--- src/rtl/banco_regs_pkg.sv ---
// banco_regs_pkg: shared flag-mode encoding and bit-position helpers for the register bank.
package banco_regs_pkg;
    typedef enum logic {
        FLAG_MODE_MERGE = 1'b0,
        FLAG_MODE_W1C   = 1'b1
    } flag_mode_e;

    // GO sits just above the flags; interrupt enables start one bit above GO.
    function automatic int go_bit(int flag_w);
        return flag_w;
    endfunction

    function automatic int irqen_base(int flag_w);
        return flag_w + 1;
    endfunction
endpackage

--- src/rtl/banco_registros_control_reg_celda.sv ---
// reg_celda: one control/status register with byte-strobed writes, sticky flags and optional GO clear.
module reg_celda
    import banco_regs_pkg::*;
#(
    parameter int DATA_W    = 32,
    parameter int FLAG_W    = 2,
    parameter int FLAG_MODE = 0,
    parameter bit GO_EN     = 1'b0
) (
    input  logic                clk,
    input  logic                rst,
    input  logic                we,
    input  logic [DATA_W/8-1:0] strb,
    input  logic [DATA_W-1:0]   wd,
    input  logic [FLAG_W-1:0]   hs,
    input  logic                go_clr,
    output logic [DATA_W-1:0]   q
);
    localparam int GO_BIT = go_bit(FLAG_W);
    localparam bit W1C    = FLAG_MODE == int'(FLAG_MODE_W1C);

    logic [DATA_W-1:0] mask, d;
    logic [FLAG_W-1:0] f_base;

    always_comb begin
        mask = '0;
        for (int b = 0; b < DATA_W; b++) mask[b] = we & strb[b/8];
        d = (q & ~mask) | (wd & mask);
        f_base = (we & strb[0]) ? (W1C ? q[FLAG_W-1:0] & ~wd[FLAG_W-1:0] : wd[FLAG_W-1:0])
                                : q[FLAG_W-1:0];
        // hw_set is OR-ed last so it always beats a same-cycle clear
        d[FLAG_W-1:0] = f_base | hs;
        if (GO_EN && go_clr && !mask[GO_BIT]) d[GO_BIT] = 1'b0;
    end

    always_ff @(posedge clk or posedge rst) begin
        if (rst) q <= '0;
        else     q <= d;
    end
endmodule

--- src/rtl/banco_registros_control.sv ---
// banco_registros_control: bank of N_REGS control/status registers with GO handshake,
// registered read port and masked interrupt.
module banco_registros_control
    import banco_regs_pkg::*;
#(
    parameter int DATA_W    = 32,
    parameter int N_REGS    = 4,
    parameter int FLAG_W    = 2,
    parameter int FLAG_MODE = 0,
    parameter int ADDR_W    = (N_REGS > 1) ? $clog2(N_REGS) : 1
) (
    input  logic                     clk,
    input  logic                     rst,
    input  logic                     wr_en,
    input  logic [ADDR_W-1:0]        wr_addr,
    input  logic [DATA_W-1:0]        wr_data,
    input  logic [DATA_W/8-1:0]      wr_strb,
    input  logic [ADDR_W-1:0]        rd_addr,
    output logic [DATA_W-1:0]        rd_data,
    input  logic [N_REGS*FLAG_W-1:0] hw_set,
    input  logic                     done_i,
    output logic                     go_o,
    output logic                     irq_o
);
    localparam int GO_BIT     = go_bit(FLAG_W);
    localparam int IRQEN_BASE = irqen_base(FLAG_W);
    localparam int EN_REG     = (N_REGS > 1) ? 1 : 0;

    logic [DATA_W-1:0] regs [N_REGS];
    logic              irq_d;

    // Out-of-range write addresses match no cell, so they fall away here
    for (genvar g = 0; g < N_REGS; g++) begin : g_celda
        reg_celda #(
            .DATA_W   (DATA_W),
            .FLAG_W   (FLAG_W),
            .FLAG_MODE(FLAG_MODE),
            .GO_EN    (g == 0)
        ) u_celda (
            .clk   (clk),
            .rst   (rst),
            .we    (wr_en && int'(wr_addr) == g),
            .strb  (wr_strb),
            .wd    (wr_data),
            .hs    (hw_set[g*FLAG_W +: FLAG_W]),
            .go_clr(done_i),
            .q     (regs[g])
        );
    end

    assign go_o = regs[0][GO_BIT];

    always_comb begin
        irq_d = 1'b0;
        for (int i = 0; i < N_REGS; i++)
            irq_d |= (|regs[i][FLAG_W-1:0]) & regs[EN_REG][IRQEN_BASE+i];
    end

    always_ff @(posedge clk or posedge rst) begin
        if (rst) begin
            rd_data <= '0;
            irq_o   <= 1'b0;
        end else begin
            rd_data <= (int'(rd_addr) < N_REGS) ? regs[rd_addr] : '0;
            irq_o   <= irq_d;
        end
    end
endmodule

--- config.mk ---
export PLATFORM = sky130hd
export DESIGN_NAME = banco_registros_control
export DESIGN_NICKNAME = d
export VERILOG_FILES = /design/src/rtl/banco_regs_pkg.sv /design/src/rtl/banco_registros_control_reg_celda.sv /design/src/rtl/banco_registros_control.sv
export SDC_FILE = /design/constraint.sdc
export NUM_CORES = 1
export LEC_CHECK = 0
export CORE_MARGIN = 4
export CORE_UTILIZATION = 42
export DETAILED_ROUTE_END_ITERATION = 16
export DONT_BUFFER_PORTS = 1
export PLACE_DENSITY = 0.63
export SLEW_MARGIN = 10
export SYNTH_ARGS = -nofsm -noshare
export SYNTH_HDL_FRONTEND = slang
export SYNTH_SLANG_ARGS = --single-unit
--- constraint.sdc ---
create_clock -name clk -period 15.1 [get_ports clk]
set_input_delay 2.265 -clock clk [delete_from_list [all_inputs] [get_ports clk]]
set_output_delay 2.265 -clock clk [all_outputs]
set_load 0.1 [all_outputs]
==> metrics, run 1 <==
status completed; DPL Wire Length 8157 um; final routed DRC violation total 0; first-pass GRT wire length 20,420 um; synthesized area 6621 um2; H-tree levels 4; total grt overflow 0; Seq/Total Area, Yosys 60.85%; clk slew on worst S/H paths 0.06 ns; async set-or-reset flop fraction in the synthesized netlist 100.0%; Chip Height 133.6 um; CTS resizes 0; Final min period approximately 3.6 ns; HP Class register to register; unrepaired setup endpoints after global routing no; PwrDens 170.2 nW/um2; TNS Setup 0 ns; CTS hold repair buffers 0; final-report setup violation count 0; Total GRT Usage 15.25%; I/O Buffers 0; post-synthesis average cell area 17.52 um2; Critical Path AT 1.37 ns; vias in the first global route ~3,600; maximum clock frequency 275.3 MHz; Post-CTS Setup Inserts 0; P_leak 3.057 nW; Worst Setup End Kind output pin; Routed WL per cell 20.75 um; core footprint 15,310 um2; Placed Cells 574; # fillers 1,355; CTS buffer count 17; total of max-cap violations 0; Yosys cell types 17; Final Hold Viols 0; Post-Layout Inst Area 7335 um2; GPL Wtd Cong 0.7120; post-synth top area share slightly above 60%; DP Area between 6000 and 7000 um2; drt first pass iters 4; register area 4029 um2; Bufs on Longest Clock Path 2; detailed-route vias per instance about 5.4; # IOs 86; via count 3,292; most frequent cell after synthesis dfrtp_1; share of cells above drive strength 1 50.89%; Post-synth top cells 161 x dfrtp_1, 120 x mux2_2, 32 x mux4_2, 16 x nor2_1, 9 x buf_2; post-synth top area cell dfrtp_1; initial antenna violation count 0; Clock Skew 0.005622 ns; Final Slew Violations 0; Multi-input gate area 2480 um2; WL final 12,580 um; maximum vdd ir drop 0.00008660 V; Final Cycle Share 24.06%; post-synthesis instance total 378; Post-synth EDFFs 0; TritonCTS clock tree built; Finished Layout Cells 606; Worst setup SP type register; Area growth, synth to finish 10.77%; diodes inserted 0; syn_nets 430; die width 133.6 um; largest net degree at the start of global routing 85; DIE AREA 17,840 um2; Clock Sinks between 150 and 200; main area contributors after synthesis dfrtp_1 61%, mux2_2 20%, mux4_2 11%, nand4b_2 1.8%, mux2i_1 1.2%; Worst-Skew Late Latency 0.42 ns; final layout net count 434; Crit Path Max Fanout 3; CTS root buffer clkbuf_16; Starting Density 43.24%; floorplan row count 45; initial DRC count 159; worst endpoint required time 12.84 ns; top_reg_cell synth dfrtp_1; Antenna Violating Nets Remaining 0; number of synthesized register bits around 160; YS warnings 0; Slew @ Worst Pin 1.029 ns; critical path class register to output pin; Rel. slew slack 31.37%
[final timing paths]
kind                                                    from                     to  slack [ns]  cells after the start
max                        g_celda[0].u_celda.q[2]$_DFF_PP0_                   go_o       11.47                      0
min                                                 register               register        0.50                      1
max reg2reg                g_celda[0].u_celda.q[2]$_DFF_PP0_   rd_data[2]$_DFF_PP0_       13.63                      1
min reg2reg                                         register               register        0.50                      1
max in group asynchronous                                rst              async pin       11.77                      2
min in group asynchronous                                rst  rd_data[29]$_DFF_PP0_        1.82                      1
[power breakdown]
group / switching, mW / total (mW) / leakage (nW) / internal [mW]
sequential: 0.213 / 0.734 / 1.90 / 0.521
combinational: 0.0360 / 0.123 / 0.899 / 0.0872
clock: 0.165 / 0.392 / 0.257 / 0.226
[layout make-up]
type / count / share of cell area [%]
flip-flops and latches: 161 / 54.93
multi-input cells: 200 / 33.81
clock buffers: 23 / 6.653
well taps: 211 / 3.599
clock inverters: 9 / 0.7847
inverters: 1 / 0.1194
repair buffers: 1 / 0.1024
[kinds of logic (layout without fill, tap and decap cells)]
| kind of cell | after synthesis | count (layout) | share of synthesized area, % |
|---|---|---|---|
| compound gates | 4 | 4 | 0.3024 |
| buf+inv | 17 | 34 | 1.701 |
| flops | 161 | 161 | 60.85 |
| mux | 160 | 160 | 32.50 |
| simple gates | 36 | 36 | 4.649 |
[cells in the final DEF, fill, tap and decap left out, drive strengths merged]
cell and instances:
clkbuf 23, clkinvlp 5, nor2 16, nand4 5, nand4b 8, dfrtp 161, clkinv 4, buf 1
o21ai 4, nor2b 1, mux4 32, inv 1, mux2 120, and4b 1, and4bb 4, and4 1
mux2i 8
[metrics by stage]
step           hold WS (ns)  total power, mW  util [%]  setup slack [ns]
2_1_floorplan        0.4739           0.8423         -             8.487
3_3_place_gp         0.4819           0.8588     44.33             11.29
3_5_place_dp         0.4888           0.8689     44.33             11.20
4_1_cts              0.5029            1.264     47.89             11.44
5_1_grt              0.5139            1.306     47.89             11.42
6_report             0.5011            1.249     47.89             11.47
[per-layer routing]
layer  share of wire, %  wire length (um)  track usage (%)
met2                 49              6117            23.93
met1                 42              5344            18.74
met5                  0                 0                0
met4                1.8               227            5.600
met3                7.1               887            6.798
(Power assumes the default switching activity.)
==> run 2, diff against run 1 <==
==> constraint.sdc (replaced) <==
create_clock -name clk -period 3.7 [get_ports clk]
set_input_delay 0.555 -clock clk [delete_from_list [all_inputs] [get_ports clk]]
set_output_delay 0.555 -clock clk [all_outputs]
set_load 0.1 [all_outputs]
==> run 2 against run 1 <==
Final cell count is 0.50% lower. Global-route usage is 0.060 points lower. Clock power increased to 4.4 times the previous value. Sequential power increased to 4.1 times the previous value. Clock-buffer cell count fell by 2. Critical path type unchanged. Critical endpoint unchanged. Largest power group unchanged.
==> metrics, run 2 (same netlist as run 1, synthesis figures left out) <==
total of max-cap violations 0 (unchanged); GR peak layer met2 (unchanged); floorplan row count 45 (unchanged); CTS hold repair buffers 0 (unchanged); Chip Height 133.6 um (unchanged); Final min period ~1.9 ns; Total GRT Usage 15.19% (was 15.25%); die width 133.6 um (unchanged); stages on the worst setup path 0 (unchanged); status completed (unchanged); met3 Track Usage GR 5.400% (was 6.798%); power share of the combinational group 9.8% (was 9.9%); HP Class input pin to async pin (was register to register); P_int 3.579 mW (was 0.8342 mW); diodes inserted 0 (unchanged); Final Hold Viols 0 (unchanged); vias in the first global route 3,701 (was 3,609); Sw Share 31.71% (was 33.19%); clk slew on worst S/H paths 0.06 ns (about the same); PwrDens 709.3 nW/um2 (was 170.2 nW/um2); FF-to-FF path depth 1 (unchanged); met2 Use GR 24.46% (was 23.93%); Clock power frac 33.1% (was 31.4%); worst endpoint required time 3.14 ns (was 12.84 ns); Clock Skew 0.005275 ns (was 0.005622 ns); Worst Setup End Kind output pin (unchanged); initial antenna violation count 0 (unchanged); first-pass GRT wire length 20,580 um (was 20,420 um); # fillers 1,300 (was 1,355); Final Cycle Share slightly above 50%; Rel. slew slack 38.90% (was 31.37%); largest net degree at the start of global routing 100 (was 85); Critical Path AT 1.36 ns (was 1.37 ns); most common cell after layout, fill and taps aside dfrtp_1 (unchanged); Seq pwr share 57.1% (was 58.8%); WL final 12,490 um (was 12,580 um); final layout net count 435 (was 434); initial DRC count 89 (was 159); commonest cells after routing, fill and taps aside 161 x dfrtp_1, 120 x mux2_2, 32 x mux4_2, 17 x clkbuf_16, 16 x nor2_1 (unchanged); GPL Wtd Cong 0.7258 (was 0.7120); detailed-route vias per instance 5.526 (was 5.432); Crit Path Max Fanout 3 (unchanged); final routed DRC violation total 0 (unchanged); register area 4029 um2 (unchanged); Bufs on Longest Clock Path 2 (unchanged); via count 3,332 (was 3,292); maximum vdd ir drop 0.0003778 V (was 0.00008660 V); Final Slew Violations 0 (unchanged); total grt overflow 0 (unchanged); H-tree levels 4 (unchanged); Worst setup SP type register (unchanged); CTS resizes 0 (unchanged); final-report setup violation count 0 (unchanged); maximum clock frequency ~520 MHz; Slew @ Worst Pin 0.9165 ns (was 1.029 ns); critical path class register to output pin (unchanged); P_leak 3.096 nW (was 3.057 nW); Routed WL per cell 20.72 um (was 20.75 um); core footprint 15,310 um2 (unchanged); Antenna Violating Nets Remaining 0 (unchanged); I/O Buffers 0 (unchanged); Total Power 5.240 mW (was 1.249 mW); Worst-Skew Late Latency 0.42 ns (about the same); NetSw 1.662 mW (was 0.4144 mW); unrepaired setup endpoints after global routing no (unchanged); DPL Wire Length 8125 um (was 8157 um); CTS buffer count 17 (unchanged); Clock Sinks 161 (unchanged); Multi-input gate area 2480 um2 (unchanged); Post-CTS Setup Inserts 0 (unchanged); Starting Density 43.24% (unchanged); TNS Setup 0 ns (unchanged); TritonCTS clock tree built (unchanged); CTS root buffer clkbuf_16 (unchanged); M1 GR Usage 19.14% (was 18.74%); drt first pass iters 5 (was 4); Area growth, synth to finish 11.58% (was 10.77%); # IOs 86 (unchanged); DIE AREA 17,840 um2 (unchanged); share of cells above drive strength 1 50.77% (was 50.89%)
==> run 2: changes by cell type in the layout (fill, tap and decap cells not counted) <==
cell,previous run,this run
buf_12,0,1
bufinv_16,0,3
clkbuf_1,2,1
clkbuf_8,4,3
clkinvlp_4,5,1
inv_6,1,0
==> run 2: routing by layer <==
| metal | part of all wire, % | wire length, um | up-vias |
|---|---|---|---|
| met4 | 1.4 | 180 | 0 |
| met2 | 50 | 6279 | 74 |
| met3 | 6.3 | 792 | 16 |
| met5 | 0 | 0 | - |
| met1 | 42 | 5240 | 1813 |
| li1 | - | - | 1429 |
==> run 2: per-stage QoR <==
stage	hold WS [ns]	util, %	setup slack, ns	instances	cell area [um2]
CTS	0.09342	48.24	1.749	603	7388
finish	0.08881	48.24	1.783	603	7388
global route	0.1136	48.24	1.731	603	7388
floorplan	0.4739	-	1.102	378	6625
global placement	0.4814	44.45	2.175	575	6808
detailed placement	0.4871	44.45	2.148	575	6808
==> run 2: final timing paths <==
path,from,endpoint,slack (ns)
min in group clk,wr_data[16],register,0.28
max in group asynchronous,rst,async pin,2.70
min,rst,async pin,0.09
max reg2reg,g_celda[0].u_celda.q[2]$_DFF_PP0_,rd_data[2]$_DFF_PP0_,2.23
max,g_celda[0].u_celda.q[2]$_DFF_PP0_,go_o,1.78
min reg2reg,register,register,0.50
==> run 2: power by group through the flow <==
stage	logic (mW)	registers [mW]	clock network [mW]
CTS	0.525	3.00	1.79
floorplan	0.479	2.96	0
global route	0.565	3.04	1.86
finish	0.512	2.99	1.74
global placement	0.500	3.01	0
detailed placement	0.522	3.03	0
==> run 2: cell type report <==
class / count / area share, %
repair buffers: 2 / 0.3726
inverters: 1 / 0.1016
flip-flops and latches: 161 / 54.53
multi-input cells: 200 / 33.56
well taps: 211 / 3.573
clock inverters: 7 / 1.490
clock buffers: 21 / 6.367
